===== config.mk =====
export PLATFORM = sky130hd
export DESIGN_NAME = serial_deframer
export DESIGN_NICKNAME = d
export VERILOG_FILES = /design/src/rtl/serial_deframer.sv
export SDC_FILE = /design/constraint.sdc
export NUM_CORES = 1
export LEC_CHECK = 0
export ABC_AREA = 1
export CORE_MARGIN = 2
export CORE_UTILIZATION = 45
export DETAILED_ROUTE_END_ITERATION = 10
export GPL_TIMING_DRIVEN = 0
export PLACE_DENSITY = 0.76
export RECOVER_POWER = 100
export SYNTH_ARGS = -nofsm -noshare
export SYNTH_HDL_FRONTEND = slang
export SYNTH_SLANG_ARGS = --single-unit

===== constraint.sdc =====
create_clock -name clk -period 1.75 [get_ports clk]
set_clock_uncertainty 0.15 [all_clocks]
set_input_delay 0.2625 -clock clk [delete_from_list [all_inputs] [get_ports clk]]
set_output_delay 0.2625 -clock clk [all_outputs]
set_load 0.01 [all_outputs]

===== src/rtl/serial_deframer.sv =====
// Serial frame receiver: start bit, WIDTH data bits MSB-first, optional even parity, stop bit.
// Optional parity checking is built when SERIAL_DEFRAMER_PARITY_EN is defined.
module serial_deframer #(
    parameter int unsigned WIDTH = 8
) (
    input  logic             clk,
    input  logic             rst,
    input  logic             bit_en,
    input  logic             serial_in,
    output logic [WIDTH-1:0] data_out,
    output logic             data_valid,
    input  logic             data_ready,
    output logic             frame_err,
    output logic             overrun,
    input  logic             clr_err,
    output logic             busy
);

    localparam int unsigned CNT_W = $clog2(WIDTH + 1);

    typedef enum logic [1:0] {
        S_IDLE   = 2'd0,
        S_DATA   = 2'd1,
`ifdef SERIAL_DEFRAMER_PARITY_EN
        S_PARITY = 2'd3,
`endif
        S_STOP   = 2'd2
    } state_t;

    state_t            state_q, state_d;
    logic [CNT_W-1:0]  cnt_q, cnt_d;
    logic [WIDTH-1:0]  shreg_q, shreg_d;
    logic              good_c;
    logic              bad_c;
`ifdef SERIAL_DEFRAMER_PARITY_EN
    logic              par_bad_q, par_bad_d;
`endif

    // Frame sequencing; everything holds unless bit_en samples the line.
    always_comb begin
        state_d = state_q;
        cnt_d   = cnt_q;
        shreg_d = shreg_q;
        good_c  = 1'b0;
        bad_c   = 1'b0;
`ifdef SERIAL_DEFRAMER_PARITY_EN
        par_bad_d = par_bad_q;
`endif
        if (bit_en) begin
            case (state_q)
                S_IDLE: begin
                    if (!serial_in) begin
                        state_d = S_DATA;
                        cnt_d   = '0;
                    end
                end
                S_DATA: begin
                    shreg_d = {shreg_q[WIDTH-2:0], serial_in};
                    cnt_d   = cnt_q + CNT_W'(1);
                    if (cnt_q == CNT_W'(WIDTH - 1)) begin
`ifdef SERIAL_DEFRAMER_PARITY_EN
                        state_d = S_PARITY;
`else
                        state_d = S_STOP;
`endif
                    end
                end
`ifdef SERIAL_DEFRAMER_PARITY_EN
                S_PARITY: begin
                    par_bad_d = ^{shreg_q, serial_in};
                    state_d   = S_STOP;
                end
`endif
                S_STOP: begin
                    state_d = S_IDLE;
`ifdef SERIAL_DEFRAMER_PARITY_EN
                    if (serial_in && !par_bad_q) good_c = 1'b1;
                    else                         bad_c  = 1'b1;
`else
                    if (serial_in) good_c = 1'b1;
                    else           bad_c  = 1'b1;
`endif
                end
                default: state_d = S_IDLE;
            endcase
        end
    end

    always_ff @(posedge clk or posedge rst) begin
        if (rst) begin
            state_q <= S_IDLE;
            cnt_q   <= '0;
            shreg_q <= '0;
            busy    <= 1'b0;
`ifdef SERIAL_DEFRAMER_PARITY_EN
            par_bad_q <= 1'b0;
`endif
        end else begin
            state_q <= state_d;
            cnt_q   <= cnt_d;
            shreg_q <= shreg_d;
            busy    <= (state_d != S_IDLE);
`ifdef SERIAL_DEFRAMER_PARITY_EN
            par_bad_q <= par_bad_d;
`endif
        end
    end

    // Single-entry output buffer with sticky error flags; a set event beats clr_err.
    always_ff @(posedge clk or posedge rst) begin
        if (rst) begin
            data_out   <= '0;
            data_valid <= 1'b0;
            frame_err  <= 1'b0;
            overrun    <= 1'b0;
        end else begin
            if (good_c && (!data_valid || data_ready)) begin
                data_out   <= shreg_q;
                data_valid <= 1'b1;
            end else if (data_valid && data_ready) begin
                data_valid <= 1'b0;
            end

            if (bad_c)        frame_err <= 1'b1;
            else if (clr_err) frame_err <= 1'b0;

            if (good_c && data_valid && !data_ready) overrun <= 1'b1;
            else if (clr_err)                        overrun <= 1'b0;
        end
    end

endmodule

== After elaboration in Yosys (flattened, before gate mapping) ==
Index checks and enable logic that the tools add are counted.

* Flip-flop bits (word level): 26
* Bits of input ports: 6
* Output and inout bits: 12
* Logic and storage cells: 45

* Add/subtract/negate cells: 1
* Equality and inequality tests: 4
* Mux-type cells: 17
* Reductions and logical operators: 15

{| class="wikitable"
|+ Operator list
! cell !! number
|-
| 1-bit two-way mux || 11
|-
| 2-bit nonzero test || 5
|-
| 4-bit one-hot mux with 2 select lines || 1
|-
| 2-bit two-way mux || 3
|-
| 4-bit by 1-bit adder with 4-bit output, second input constant || 1
|-
| 4-bit by 3-bit == test with 1-bit output, second input constant || 1
|-
| 1-bit logical AND || 4
|-
| 4-bit two-way mux || 1
|-
| 2-bit one-hot mux with 2 select lines || 1
|-
| 3-bit AND reduction || 1
|-
| 2-bit by 1-bit == test with 1-bit output, second input constant || 1
|-
| 2-bit == test, second input constant || 1
|-
| 1-bit zero test || 2
|-
| 2-bit zero test || 1
|-
| 2-bit != test, second input constant || 1
|-
| 2-bit AND reduction || 1
|-
| 1-bit logical OR || 1
|}

== Logic depth before layout (Yosys ltp) ==
* Depth after elaboration: 6
* Gate-level depth with buffers: 7

== Least setup slack after synthesis ==
Ideal clock, no wire load.

* Kind: register to register
* Start: register state_q[0]
* End: register data_out[1]
* Library setup time: 0.118 ns
* Arrival time: 1.007 ns
* Setup slack: 0.476 ns
* Cell stages (with the launch flop): 8
* Buffers on the path: 1
* Cells stage by stage: dfrtp_1 -> inv_2 -> nand2_4 -> nor2_4 -> nand2_4 -> buf_6 -> nand2_1 -> o21ai_2

* Longest elaborated chain between the ends: 4

{| class="wikitable"
|+ Ends and longest elaborated chain
! what !! line !! source
|-
| start, declared || 30 || <nowiki>state_t state_q, state_d;</nowiki>
|-
| start signal, assigned || 99 || <nowiki>state_q <= state_d;</nowiki>
|-
| 2-bit == test || 50 || <nowiki>case (state_q)</nowiki>
|-
| 1-bit two-way mux || 50 ||
|-
| 1-bit two-way mux || 49 || <nowiki>if (bit_en) begin</nowiki>
|-
| 1-bit logical AND || 117 || <nowiki>if (good_c && (!data_valid || data_ready)) begin</nowiki>
|-
| end signal, assigned || 118 || <nowiki>data_out <= shreg_q;</nowiki>
|-
| end, declared || 10 || <nowiki>output logic [WIDTH-1:0] data_out,</nowiki>
|}

No other way between the ends.
A chain may end at the register's enable or synchronous reset.

== Final worst setup path ==
* Start: register data_out[0]
* End: output port data_out[0]

No word-level cell between the ends.

==> run_results.csv <==
group,metric,value,unit
sta,final.period_utilization,93.9,%
sta,rsz0062_at_grt,"false",
global_routing,grt_pass1_wl,3.25,mm
route,via_per_inst,4.88,
setup_path,crit_fanout,2,
final_layout,final_cell_mix,"nand2_1, dfrtp_1, inv_1",
yosys,seq_area_frac_synth,57.8,%
pwr,power_density,1100,mW/mm^2
setup_path,worstPathRequired,1.34,ns
route,routed_wl,1.94,mm
route,first_pass_iters,4,
setup_path,path_depth,1,
die,start_util,46.3,%
die,rows,18,
clocking,root_buffer,"clkbuf_4",
setup_path,crit_family,"buffers and inverters",
yosys,syn_inst,122,
clocking,cts.repair.resized,0,
sta,finalMaxSlewViolations,0,
yosys,synth_seq_cells,26,
global_routing,gr-total-overflow,0,
final_layout,nNetsFinal,151,
setup_path,arrival,1.23,ns
die,io_pins,18,
yosys,synth.distinct_cells,17,
clocking,clk_pin_slew,0.12,ns
pwr,p_total,1450,uW
setup_path,critPathLaunchType,"register",
final_layout,final_common_cell,"nand2_1",
outcome,status,"finished clean",
clocking,cts_hold_buf,0,
sta,hold-worst-slack,0.340,ns
sta,final-setup-viol-count,0,
pwr,ir_drop,533,uV
die,fp.dieW,54.0,um
setup_path,cp_cell_sequence,"clkdlybuf4s50_1",
final_layout,area_growth,17.0,%
final_layout,num_antenna_cells,0,
placement,hpwl,1.45,mm
setup_path,cp_slowest_cell,"clkdlybuf4s50_1",
placement,io_buffers,17,
die,die_area,0.00292,sq mm
pwr,leakage,0.000644,uW
clocking,htreeDepth,1,
route,drc,0,
sta,relSlewSlack,37.9,%
setup_path,critical_path_class,"reg -> out",
route,vias,840,
yosys,synth_nets,129,
sta,tightest_slew,0.930,ns
hold_path,min_from,"data_out[4]",
hold_path,hold_class,"reg -> reg",
route,drt_iter0_drc,15,
route,wire_per_inst,11.3,um
global_routing,grt_pass1_vias,792,
setup_path,path_buf_inv,1,
clocking,cts_num_sinks,26,
sta,setup_tns,0,ns
setup_path,worst_r2r_path_depth,6,
clocking,cts_buffers,3,
sta,timing.fmax,608,MHz
global_routing,antenna_found_initial,0,
yosys,syn_area_per_cell,9.23,sq um
clocking,cts_tree,"done",
setup_path,crit_path_max_incr_delay,0.54,ns
clocking,post_cts_buffers,0,
setup_path,startpoint,"data_out[0]",
sta,final_hold_viol_count,0,
global_routing,grt_max_degree,27,
die,dieHeight,54.0,um
run,maxCapViolCount,0,
die,core-area,0.00243,sq mm
route,drtAntennaViolNets,0,
clocking,cts_buffer_depth,2,
global_routing,grt_use_total,15.4,%
yosys,ys_warn_count,0,
setup_path,r2r-start,"state_q[1]",
placement,gp_congestion,0.868,
final_layout,drive_gt1_share,7.75,%
clocking,clock_latency,0.31,ns
setup_path,critPathCaptureType,"output pin",
yosys,syn-cell-area,0.00113,sq mm
hold_path,min_path_cells,2,
final_layout,final.fill_count,242,
sta,fin_crit,1.64,ns
-- metrics by stage --
step	setup slack [ns]	util, %	cell area, sq um	instances
finish	0.106	54.2	1320	172
global route	0.0357	54.2	1320	172
CTS	0.0838	55.8	1360	172
detailed placement	0.0388	54.8	1330	169
global placement	0.0643	54.8	1330	169
floorplan	0.476	-	1130	122
-- worst paths after layout --
path | slack (ns) | to
min reg2reg | 0.34 | data_out[4]
min | 0.34 | data_out[4]
min in group asynchronous | 0.42 | state_q[1]
max in group asynchronous | 0.46 | data_out[3]
max reg2reg | 0.17 | shreg_q[5]
max | 0.11 | data_out[0]
-- registers in the layout, summed over array words and instances, names as in the netlist --
| signal | flops |
|---|---|
| busy | 1 |
| cnt_q | 4 |
| data_out | 8 |
| data_valid | 1 |
| frame_err | 1 |
| overrun | 1 |
| shreg_q | 8 |
| state_q | 2 |
-- cells in the mapped netlist, drive strengths merged --
| cell type | number | area (sq um) |
|---|---|---|
| nand3 | 3 | 15.0 |
| o21ai | 16 | 103 |
| nand2 | 37 | 159 |
| nor2 | 10 | 52.6 |
| o22ai | 2 | 12.5 |
| buf | 2 | 18.8 |
| nand4 | 2 | 12.5 |
| inv | 20 | 75.1 |
| a21oi | 3 | 15.0 |
| dfrtp | 26 | 651 |
| ha | 1 | 12.5 |
-- power by group --
part / switching [uW] / internal [uW]
registers: 102 / 751
clock network: 163 / 80.5
logic: 200 / 156
-- layer usage --
metal	part of all wire (%)	up-vias	track usage, %	routed length (um)
li1	-	417	-	-
met1	45	404	19.2	871
met2	51	15	26.0	982
met3	2.5	4	1.67	48
met4	2.0	0	8.75	39
met5	0	-	0	0
-- cell type report --
| class | instances | area, sq um | area share [%] |
|---|---|---|---|
| Buffer | 2 | 10.0 | 0.760 |
| Multi-Input combinational cell | 74 | 352 | 26.7 |
| Tap cell | 30 | 37.5 | 2.85 |
| Sequential cell | 26 | 651 | 49.4 |
| Timing Repair Buffer | 17 | 170 | 12.9 |
| Clock buffer | 3 | 22.5 | 1.71 |
| Inverter | 20 | 75.1 | 5.70 |
-- kinds of logic after synthesis --
family | Yosys count | share of synthesized area (%)
buffers and inverters | 22 | 8.33
DFF | 26 | 57.8
AOI/OAI and AO/OA | 21 | 11.6
and+or+nand+nor | 52 | 21.2
adders and majority gates | 1 | 1.11
Power figures use the tool's default switching activity.
